`src/rtl/snake_row_renderer_pkg.sv`:
```
// snake_row_renderer_pkg: shared grid defaults, cell codes, FSM state codes and cell priority
// No ports; imported by snake_row_buffer and snake_row_renderer.
package snake_row_renderer_pkg;
    localparam int DEF_GRID_WIDTH       = 32;
    localparam int DEF_GRID_HEIGHT      = 24;
    localparam int DEF_NUM_SNAKE_PIECES = 16;
    localparam int BITS_PER_CELL        = 3;
    localparam int BITS_PER_RR_STATE    = 3;

    typedef logic [BITS_PER_CELL-1:0] cell_t;

    localparam cell_t CELL_EMPTY = 3'd0;
    localparam cell_t CELL_WALL  = 3'd1;
    localparam cell_t CELL_BODY  = 3'd2;
    localparam cell_t CELL_HEAD  = 3'd3;
    localparam cell_t CELL_FOOD  = 3'd4;

    localparam logic [BITS_PER_RR_STATE-1:0] RR_IDLE  = 3'd0;
    localparam logic [BITS_PER_RR_STATE-1:0] RR_CLEAR = 3'd1;
    localparam logic [BITS_PER_RR_STATE-1:0] RR_SCAN  = 3'd2;
    localparam logic [BITS_PER_RR_STATE-1:0] RR_FOOD  = 3'd3;
    localparam logic [BITS_PER_RR_STATE-1:0] RR_DONE  = 3'd4;

    // Codes are not numerically ordered by priority, so writes compare ranks instead.
    function automatic logic [2:0] cell_rank(input cell_t c);
        return c == CELL_HEAD ? 3'd4 :
               c == CELL_BODY ? 3'd3 :
               c == CELL_FOOD ? 3'd2 :
               c == CELL_WALL ? 3'd1 : 3'd0;
    endfunction
endpackage

```
`src/rtl/snake_row_buffer.sv`:
```
// snake_row_buffer: double-buffered row of cell codes with clear, priority write, swap and registered read
// Ports: clk_i/rst_i clock and sync reset; clear_i/wall_row_i load walls into back row;
//        wr_en_i/wr_x_i/wr_code_i priority write into back row; swap_i copies back to front;
//        rd_x_i/rd_code_o registered lookup into front row.
module snake_row_buffer
    import snake_row_renderer_pkg::*;
#(
    parameter int W      = DEF_GRID_WIDTH,
    parameter int X_BITS = $clog2(DEF_GRID_WIDTH)
) (
    input  logic              clk_i,
    input  logic              rst_i,
    input  logic              clear_i,
    input  logic              wall_row_i,
    input  logic              wr_en_i,
    input  logic [X_BITS-1:0] wr_x_i,
    input  cell_t             wr_code_i,
    input  logic              swap_i,
    input  logic [X_BITS-1:0] rd_x_i,
    output cell_t             rd_code_o
);
    cell_t back_q  [W];
    cell_t front_q [W];
    cell_t rd_q;
    logic  wr_ok, rd_ok;

    always_comb begin
        wr_ok = wr_en_i && ({1'b0, wr_x_i} < (X_BITS+1)'(W));
        rd_ok = {1'b0, rd_x_i} < (X_BITS+1)'(W);
    end

    always_ff @(posedge clk_i) begin
        if (rst_i) begin
            for (int x = 0; x < W; x++) begin
                back_q[x]  <= CELL_EMPTY;
                front_q[x] <= CELL_EMPTY;
            end
            rd_q <= CELL_EMPTY;
        end else begin
            if (clear_i) begin
                for (int x = 0; x < W; x++)
                    back_q[x] <= (wall_row_i || x == 0 || x == W-1) ? CELL_WALL : CELL_EMPTY;
            end else if (wr_ok && cell_rank(wr_code_i) > cell_rank(back_q[wr_x_i])) begin
                back_q[wr_x_i] <= wr_code_i;
            end
            if (swap_i)
                for (int x = 0; x < W; x++)
                    front_q[x] <= back_q[x];
            rd_q <= rd_ok ? front_q[rd_x_i] : CELL_EMPTY;
        end
    end

    assign rd_code_o = rd_q;
endmodule

```
`src/rtl/snake_row_renderer.sv`:
```
// snake_row_renderer: scans snake pieces one per cycle to build a grid row, then serves per-cell lookups
// Ports: clk_i/rst_i clock and sync reset; pack_snake_y_i/pack_snake_x_i packed piece coordinates;
//        food_y_i/food_x_i food cell; row_start_i/row_y_i request a row build; swap_i promote built row;
//        cell_x_i/cell_code_o registered lookup; row_ready_o, busy_o status; start_drop_o, swap_miss_o error pulses.
module snake_row_renderer
    import snake_row_renderer_pkg::*;
#(
    parameter int GRID_WIDTH       = DEF_GRID_WIDTH,
    parameter int GRID_HEIGHT      = DEF_GRID_HEIGHT,
    parameter int NUM_SNAKE_PIECES = DEF_NUM_SNAKE_PIECES,
    parameter int Y_BITS           = $clog2(GRID_HEIGHT),
    parameter int X_BITS           = $clog2(GRID_WIDTH)
) (
    input  logic                               clk_i,
    input  logic                               rst_i,
    input  logic [0:Y_BITS*NUM_SNAKE_PIECES-1] pack_snake_y_i,
    input  logic [0:X_BITS*NUM_SNAKE_PIECES-1] pack_snake_x_i,
    input  logic [Y_BITS-1:0]                  food_y_i,
    input  logic [X_BITS-1:0]                  food_x_i,
    input  logic                               row_start_i,
    input  logic [Y_BITS-1:0]                  row_y_i,
    input  logic                               swap_i,
    input  logic [X_BITS-1:0]                  cell_x_i,
    output logic [2:0]                         cell_code_o,
    output logic                               row_ready_o,
    output logic                               busy_o,
    output logic                               start_drop_o,
    output logic                               swap_miss_o
);
    localparam int I_BITS = $clog2(NUM_SNAKE_PIECES);

    logic [BITS_PER_RR_STATE-1:0]       state_q, state_d;
    logic [I_BITS-1:0]                  idx_q, idx_d;
    logic [Y_BITS-1:0]                  row_q, fy_q;
    logic [X_BITS-1:0]                  fx_q;
    logic [0:Y_BITS*NUM_SNAKE_PIECES-1] sy_q;
    logic [0:X_BITS*NUM_SNAKE_PIECES-1] sx_q;
    logic                               start_drop_q, swap_miss_q;
    logic [Y_BITS-1:0]                  ys [NUM_SNAKE_PIECES];
    logic [X_BITS-1:0]                  xs [NUM_SNAKE_PIECES];
    logic                               done, do_swap, take, piece_valid, wr_en;
    logic [X_BITS-1:0]                  wr_x;
    cell_t                              wr_code;

    // Packed vectors hold bit k of piece h at ascending index h*BITS+k, so unpack bit by bit.
    for (genvar h = 0; h < NUM_SNAKE_PIECES; h++) begin : g_unpack
        for (genvar k = 0; k < Y_BITS; k++) begin : g_y
            assign ys[h][k] = sy_q[h*Y_BITS+k];
        end
        for (genvar k = 0; k < X_BITS; k++) begin : g_x
            assign xs[h][k] = sx_q[h*X_BITS+k];
        end
    end

    always_comb begin
        done        = state_q == RR_DONE;
        do_swap     = done && swap_i;
        take        = row_start_i && (state_q == RR_IDLE || do_swap);
        // (0,0) marks an unused piece; the head is always live.
        piece_valid = idx_q == '0 || ys[idx_q] != '0 || xs[idx_q] != '0;
        wr_en       = state_q == RR_SCAN ? piece_valid && ys[idx_q] == row_q
                                         : state_q == RR_FOOD && fy_q == row_q;
        wr_x        = state_q == RR_SCAN ? xs[idx_q] : fx_q;
        wr_code     = state_q == RR_FOOD ? CELL_FOOD : idx_q == '0 ? CELL_HEAD : CELL_BODY;
        state_d     = take                  ? RR_CLEAR :
                      state_q == RR_CLEAR   ? RR_SCAN :
                      state_q == RR_SCAN    ? (idx_q == I_BITS'(NUM_SNAKE_PIECES-1) ? RR_FOOD : RR_SCAN) :
                      state_q == RR_FOOD    ? RR_DONE :
                      do_swap               ? RR_IDLE : state_q;
        idx_d       = state_q == RR_SCAN ? idx_q + 1'b1 : '0;
    end

    always_ff @(posedge clk_i) begin
        if (rst_i) begin
            state_q      <= RR_IDLE;
            idx_q        <= '0;
            row_q        <= '0;
            fy_q         <= '0;
            fx_q         <= '0;
            sy_q         <= '0;
            sx_q         <= '0;
            start_drop_q <= 1'b0;
            swap_miss_q  <= 1'b0;
        end else begin
            state_q      <= state_d;
            idx_q        <= idx_d;
            start_drop_q <= row_start_i && !take;
            swap_miss_q  <= swap_i && !done;
            if (take) begin
                row_q <= row_y_i;
                sy_q  <= pack_snake_y_i;
                sx_q  <= pack_snake_x_i;
                fy_q  <= food_y_i;
                fx_q  <= food_x_i;
            end
        end
    end

    snake_row_buffer #(.W(GRID_WIDTH), .X_BITS(X_BITS)) u_buf (
        .clk_i      (clk_i),
        .rst_i      (rst_i),
        .clear_i    (state_q == RR_CLEAR),
        .wall_row_i (row_q == '0 || row_q == Y_BITS'(GRID_HEIGHT-1)),
        .wr_en_i    (wr_en),
        .wr_x_i     (wr_x),
        .wr_code_i  (wr_code),
        .swap_i     (do_swap),
        .rd_x_i     (cell_x_i),
        .rd_code_o  (cell_code_o)
    );

    assign row_ready_o  = done;
    assign busy_o       = state_q == RR_CLEAR || state_q == RR_SCAN || state_q == RR_FOOD;
    assign start_drop_o = start_drop_q;
    assign swap_miss_o  = swap_miss_q;
endmodule

```
`config.mk`:
```
export PLATFORM = sky130hd
export DESIGN_NAME = snake_row_renderer
export DESIGN_NICKNAME = d
export VERILOG_FILES = /design/src/rtl/snake_row_renderer_pkg.sv /design/src/rtl/snake_row_buffer.sv /design/src/rtl/snake_row_renderer.sv
export SDC_FILE = /design/constraint.sdc
export NUM_CORES = 1
export LEC_CHECK = 0
export BUFFER_PORTS_ARGS = -buffer_cell sky130_fd_sc_hd__buf_2
export CELL_PAD_IN_SITES_DETAIL_PLACEMENT = 1
export CELL_PAD_IN_SITES_GLOBAL_PLACEMENT = 2
export CORE_MARGIN = 2
export CORE_UTILIZATION = 41
export DETAILED_ROUTE_END_ITERATION = 8
export PLACE_DENSITY_LB_ADDON = 0.1
export SETUP_SLACK_MARGIN = 0.15
export SLEW_MARGIN = 20
export SYNTH_ARGS = -nofsm -noshare
export SYNTH_HDL_FRONTEND = slang
export SYNTH_SLANG_ARGS = --single-unit
export TNS_END_PERCENT = 1
```
`constraint.sdc`:
```
create_clock -name clk_i -period 13.3 [get_ports clk_i]
set_clock_uncertainty 0.1 [all_clocks]
set_input_delay 2.66 -clock clk_i [delete_from_list [all_inputs] [get_ports clk_i]]
set_output_delay 2.66 -clock clk_i [all_outputs]
set_load 0.02 [all_outputs]
```
# After elaboration in Yosys (flattened, before gate mapping)
# Memories as Yosys holds them, arrays and structs flattened. A register that Yosys moved wholly into a read port is not among the register bits.
# Cells that the tools add are included.
# W data, S select, Z words.
[word_totals] mem_count=2 elab_cells=229 reg_bits=184 ramBits=192
[mem_list] memory="u_buf.back_q" depth=32 width=3 read_ports=33 rd_ports_with_merged_regs=0 wr=32 line_no="snake_row_buffer.sv:22" rtl="cell_t back_q [W];"
[mem_list] memory="u_buf.front_q" depth=32 width=3 read_ports=1 rd_ports_with_merged_regs=1 wr=32 line_no="snake_row_buffer.sv:23" rtl="cell_t front_q [W];"
[classes] eq_ne=16 n_lt_le_gt_ge=2 mux=104 n_bitwise=66 reduce_logical=27 n_addsub=1
[op_table] operator="$mux W3" n=75
[op_table] operator="$or A1 B1 Y1" n=64
[op_table] operator="$bmux W5 S4" n=2
[op_table] operator="$mux W5" n=6
[op_table] operator="$mux W1" n=20
[op_table] operator="$eq A3 B2 Y1 const B" n=6
[op_table] operator="$reduce_bool A5 Y1" n=3
[op_table] operator="$eq A5 B5 Y1" n=2
[op_table] operator="$eq A3 B1 Y1 const B" n=3
[op_table] operator="$eq A3 B3 Y1 const B" n=3
[op_table] operator="$logic_and A1 B1 Y1" n=7
[op_table] operator="$logic_or A1 B1 Y1" n=6
[op_table] operator="$reduce_or A3 Y1" n=2
[op_table] operator="$eq A5 B5 Y1 const B" n=1
[op_table] operator="$ge A5 B5 Y1 const B" n=1
[op_table] operator="$logic_not A5 Y1" n=1
[op_table] operator="$not A4 Y5" n=1
[op_table] operator="$add A4 B1 Y4 const B" n=1
[op_table] operator="$eq A4 B4 Y1 const B" n=1
[op_table] operator="$logic_not A4 Y1" n=1
[op_table] operator="$reduce_bool A4 Y1" n=1
[op_table] operator="$reduce_or A2 Y1" n=2
[op_table] operator="$gt A3 B3 Y1" n=1
[op_table] operator="$logic_not A3 Y1" n=1
[op_table] operator="4 further kinds" n=5

# Depth between registers and ports, before layout
# An unclocked memory read counts as a cell.
[depth] ltp_word=19 depth_mapped=24 mapped_depth_nobuf=18

# Hierarchy
# From an unflattened synthesis, not the netlist that was laid out.
[hier_totals] hier_cells=1611 area_unflattened_um2=17190.2
[by_module_without_submodules] mod="snake_row_buffer" cells_each=691 instances=1 area_each_um2=9321.4
[by_module_without_submodules] mod="snake_row_renderer" cells_each=920 instances=1 area_each_um2=7868.8

# Worst setup path before layout
# Ideal clock, no wire load.
[synth_timing] path_type="input to register" from="input port rst_i" to="memory u_buf.front_q[0][0] in the netlist's numbering, enable pin" setup_time_ns=0.453 path_slack_ns=7.282 arrival_ns=5.465 cell_stages=4 cell_sequence="clkbuf_1 clkbuf_1 clkbuf_1 a21o_1"
[synth_lines] element="from (decl)" line_no="snake_row_renderer.sv:15" rtl="input logic rst_i,"
[synth_lines] element="to (decl)" line_no="snake_row_buffer.sv:23"

==> metrics.csv <==
stage;metric;value;unit
outcome;status;finished clean;
job;maxCapViolCount;0;
timing;hold_viol;0;
clocking;postCtsSetupBuffers;0;
power_and_ir_drop;power;0.00293;W
power_and_ir_drop;seqPwrFrac;46.7;%
die;floorplan.initialDensity;41.6;%
placement;dp_cells;2290;
timing;fmax;153;MHz
timing;worst_pin_slew;1.11;ns
power_and_ir_drop;power_density;146;nW/µm²
setup_path;crit_required;13.42;ns
timing;tns;0;ns
synthesis;synth_area;17400;µm²
setup_path;path_cells;buf_4, mux4_2, mux2i_2, a221o_1, nand2_1, a22oi_1, o22ai_1, a221oi_1, a21oi_1, or3_1, ha_1, a21o_1, a21oi_1, nor2_1, o211ai_1, nand3b_1, buf_4, o21ai_0;
route;firstDrtPassIters;4;
synthesis;yosysUniqueCellTypes;67;
route;num_vias;12900;
clocking;cts_resized;0;
grt;grt_pass1_vias;13600;
route;via_per_inst;5.44;
grt;grt_max_degree;101;
timing;finalSetupViolations;0;
power_and_ir_drop;power_leakage;7.48;nW
placement;gp_congestion;0.846;
setup_path;end_kind;register;
synthesis;ys_seq_area_share;54.5;%
clocking;cts_inserted_buffers;43;
timing;period_minus_slack;6.55;ns
setup_path;arrival;6.66;ns
setup_path;rr_startpoint;idx_q[1];
synthesis;synth-async-reset-ratio;0;%
setup_path;critPathBufInv;2;
setup_path;cp-start-kind;register;
min_path;holdCritStartpoint;sx_q[65];
synthesis;postSynthCellCount;1673;
setup_path;path_max_fanout;43;
die;die_y;210;µm
power_and_ir_drop;p_comb_share;12.5;%
die;die-area;44200;µm²
setup_path;crit_family;compound AO/OA/AOI/OAI gates;
clocking;clk_pin_slew_worst_paths;0.06;ns
clocking;cts_hold_buffers;0;
route;ant_nets;0;
placement;dp_hpwl;37.2;mm
die;row_count;75;
layout;diodes;0;
grt;grt_use_total;23.7;%
synthesis;synth_commonest_cells;414 x nand2_1, 202 x a21oi_1, 192 x edfxtp_1;
synthesis;synth_flop_cell;edfxtp_1;
route;drt_wl_total;51.7;mm
synthesis;ys_ff_latch;379;
min_path;worstHoldPathType;reg -> reg;
setup_path;cpPeakStageDelay;0.76;ns
synthesis;yosysWarnings;0;
synthesis;synth_edf_count;192;
layout;area_growth;15.2;%
die;die_x;210;µm
route;wl_per_cell;21.9;µm
timing;slew_headroom;25.5;%
setup_path;path_class;reg -> reg;
timing;fin_crit_sh;49.2;%
grt;grt_antenna_before_repair;0;
synthesis;synth.net_count;1862;
synthesis;yosysTopAreaCell;edfxtp_1;
route;post-route-drc-count;0;
clocking;cts_root_buf;clkbuf_16;
setup_path;critPathLaunch;idx_q[1];
synthesis;yosysMostFrequentCell;nand2_1;
power_and_ir_drop;clkPwrFrac;40.8;%
layout;final_cells;2365;
synthesis;synth.avg_cell_area;10.4;µm²
layout;post-route-util;47.9;%
synthesis;yosysTopAreaCellShare;33.0;%
die;io_pins;191;
clocking;clkLatencyLatePin;0.57;ns
grt;overflow;0;
layout;layout.nets;1986;
die;core-area;41900;µm²
timing;slew_violations;0;
clocking;cts_tree;done;
setup_path;slowest_stage;a221o_1;
layout;drive_above_1_share;20.6;%
grt;grt_pass1_wl;79.9;mm
timing;rsz0062_at_grt;false;
placement;io_buffers;190;
clocking;cts_sinks;379;
power_and_ir_drop;ir_worst_vdd;0.0979;mV
power_and_ir_drop;p_int;0.00218;W
power_and_ir_drop;swShare;25.6;%
clocking;clockBufferDepth;3;
synthesis;synth_area_leaders;edfxtp_1 33%, dfxtp_1 21%, mux4_2 10%, nand2_1 8.9%, a21oi_1 5.8%;
clocking;htree_levels;2;
power_and_ir_drop;power.switching;0.000749;W
route;drt_iter0_markers;795;
==> path summary, 6_finish.rpt <==
| check | depth (start not counted) | slack [ns] | end |
|---|---|---|---|
| worst max-delay path | 18 | 6.75 | u_buf.back_q[7][2] |
| worst min-delay path | 2 | 0.35 | sx_q[65] |
| worst max register to register | 18 | 6.75 | u_buf.back_q[7][2] |
| worst min register to register | 2 | 0.35 | sx_q[65] |
==> placed cells by master, fill, tap and decap left out, types with 41 or more instances in the layout <==
| cell | netlist | routed |
|---|---|---|
| a21oi_1 | 202 | 202 |
| and2_1 | 61 | 60 |
| buf_2 | 15 | 190 |
| clkbuf_16 | 0 | 45 |
| dfxtp_1 | 187 | 185 |
| edfxtp_1 | 192 | 192 |
| mux4_2 | 80 | 80 |
| nand2_1 | 414 | 413 |
| nor2_1 | 95 | 95 |
| nor2b_1 | 41 | 41 |
==> state kept, by name, indices dropped and copies added (netlist names) <==
| name | cells |
|---|---|
| row_q | 5 |
| start_drop_o | 1 |
| u_buf.front_q | 96 |
| idx_q | 4 |
| sx_q | 80 |
| u_buf.rd_code_o | 3 |
| state_q | 3 |
| fy_q | 5 |
| fx_q | 5 |
| swap_miss_o | 1 |
| sy_q | 80 |
| u_buf.back_q | 96 |
==> tightest hold or removal path: stages (launching register included) <==
cell     delay, ns
dfxtp_1       0.30
nand2_1       0.05
a21oi_1       0.05
==> layer usage <==
metal	vias up	GRT usage [%]	wire, µm
li1	6158	-	-
met2	287	41.2	25900
met3	82	3.69	2060
met1	6335	30.7	22500
met4	0	6.60	1230
met5	-	0	0
==> cell type report <==
type,count,area (µm²)
clock inverters,12,156
repair buffers,210,1100
inverters,13,48.8
fillers,4608,21900
flip-flops and latches,379,9510
clock buffers,62,1250
well taps,539,674
multi-input cells,1150,7350
==> stage by stage <==
stage	setup WS [ns]	hold WS, ns	instance area (µm²)
3_5_place_dp	6.70	0.346	18700
5_1_grt	6.16	0.374	20100
3_3_place_gp	6.92	0.340	18700
4_1_cts	6.65	0.354	20100
6_report	6.75	0.353	20100
2_1_floorplan	7.28	0.333	17400
==> cells by family (layout without fill, tap and decap cells) <==
logic type,after synthesis,in the layout,synth area share [%]
simple gates,693,693,17.6
flops,379,379,54.5
buf+inv,144,297,3.59
compound gates,325,325,10.8
xor+xnor,10,10,0.502
fa+ha+maj,5,5,0.359
mux,117,117,12.6
==> power by group through the flow <==
stage / clock, W / combinational [W] / sequential (W)
after floorplan: 0 / 0.000257 / 0.00136
after global placement: 0 / 0.000363 / 0.00139
after detailed placement: 0 / 0.000371 / 0.00139
after CTS: 0.00122 / 0.000373 / 0.00137
after global routing: 0.00127 / 0.000408 / 0.00137
final: 0.00119 / 0.000367 / 0.00137
Note: power is estimated with default switching activity, not from simulation.
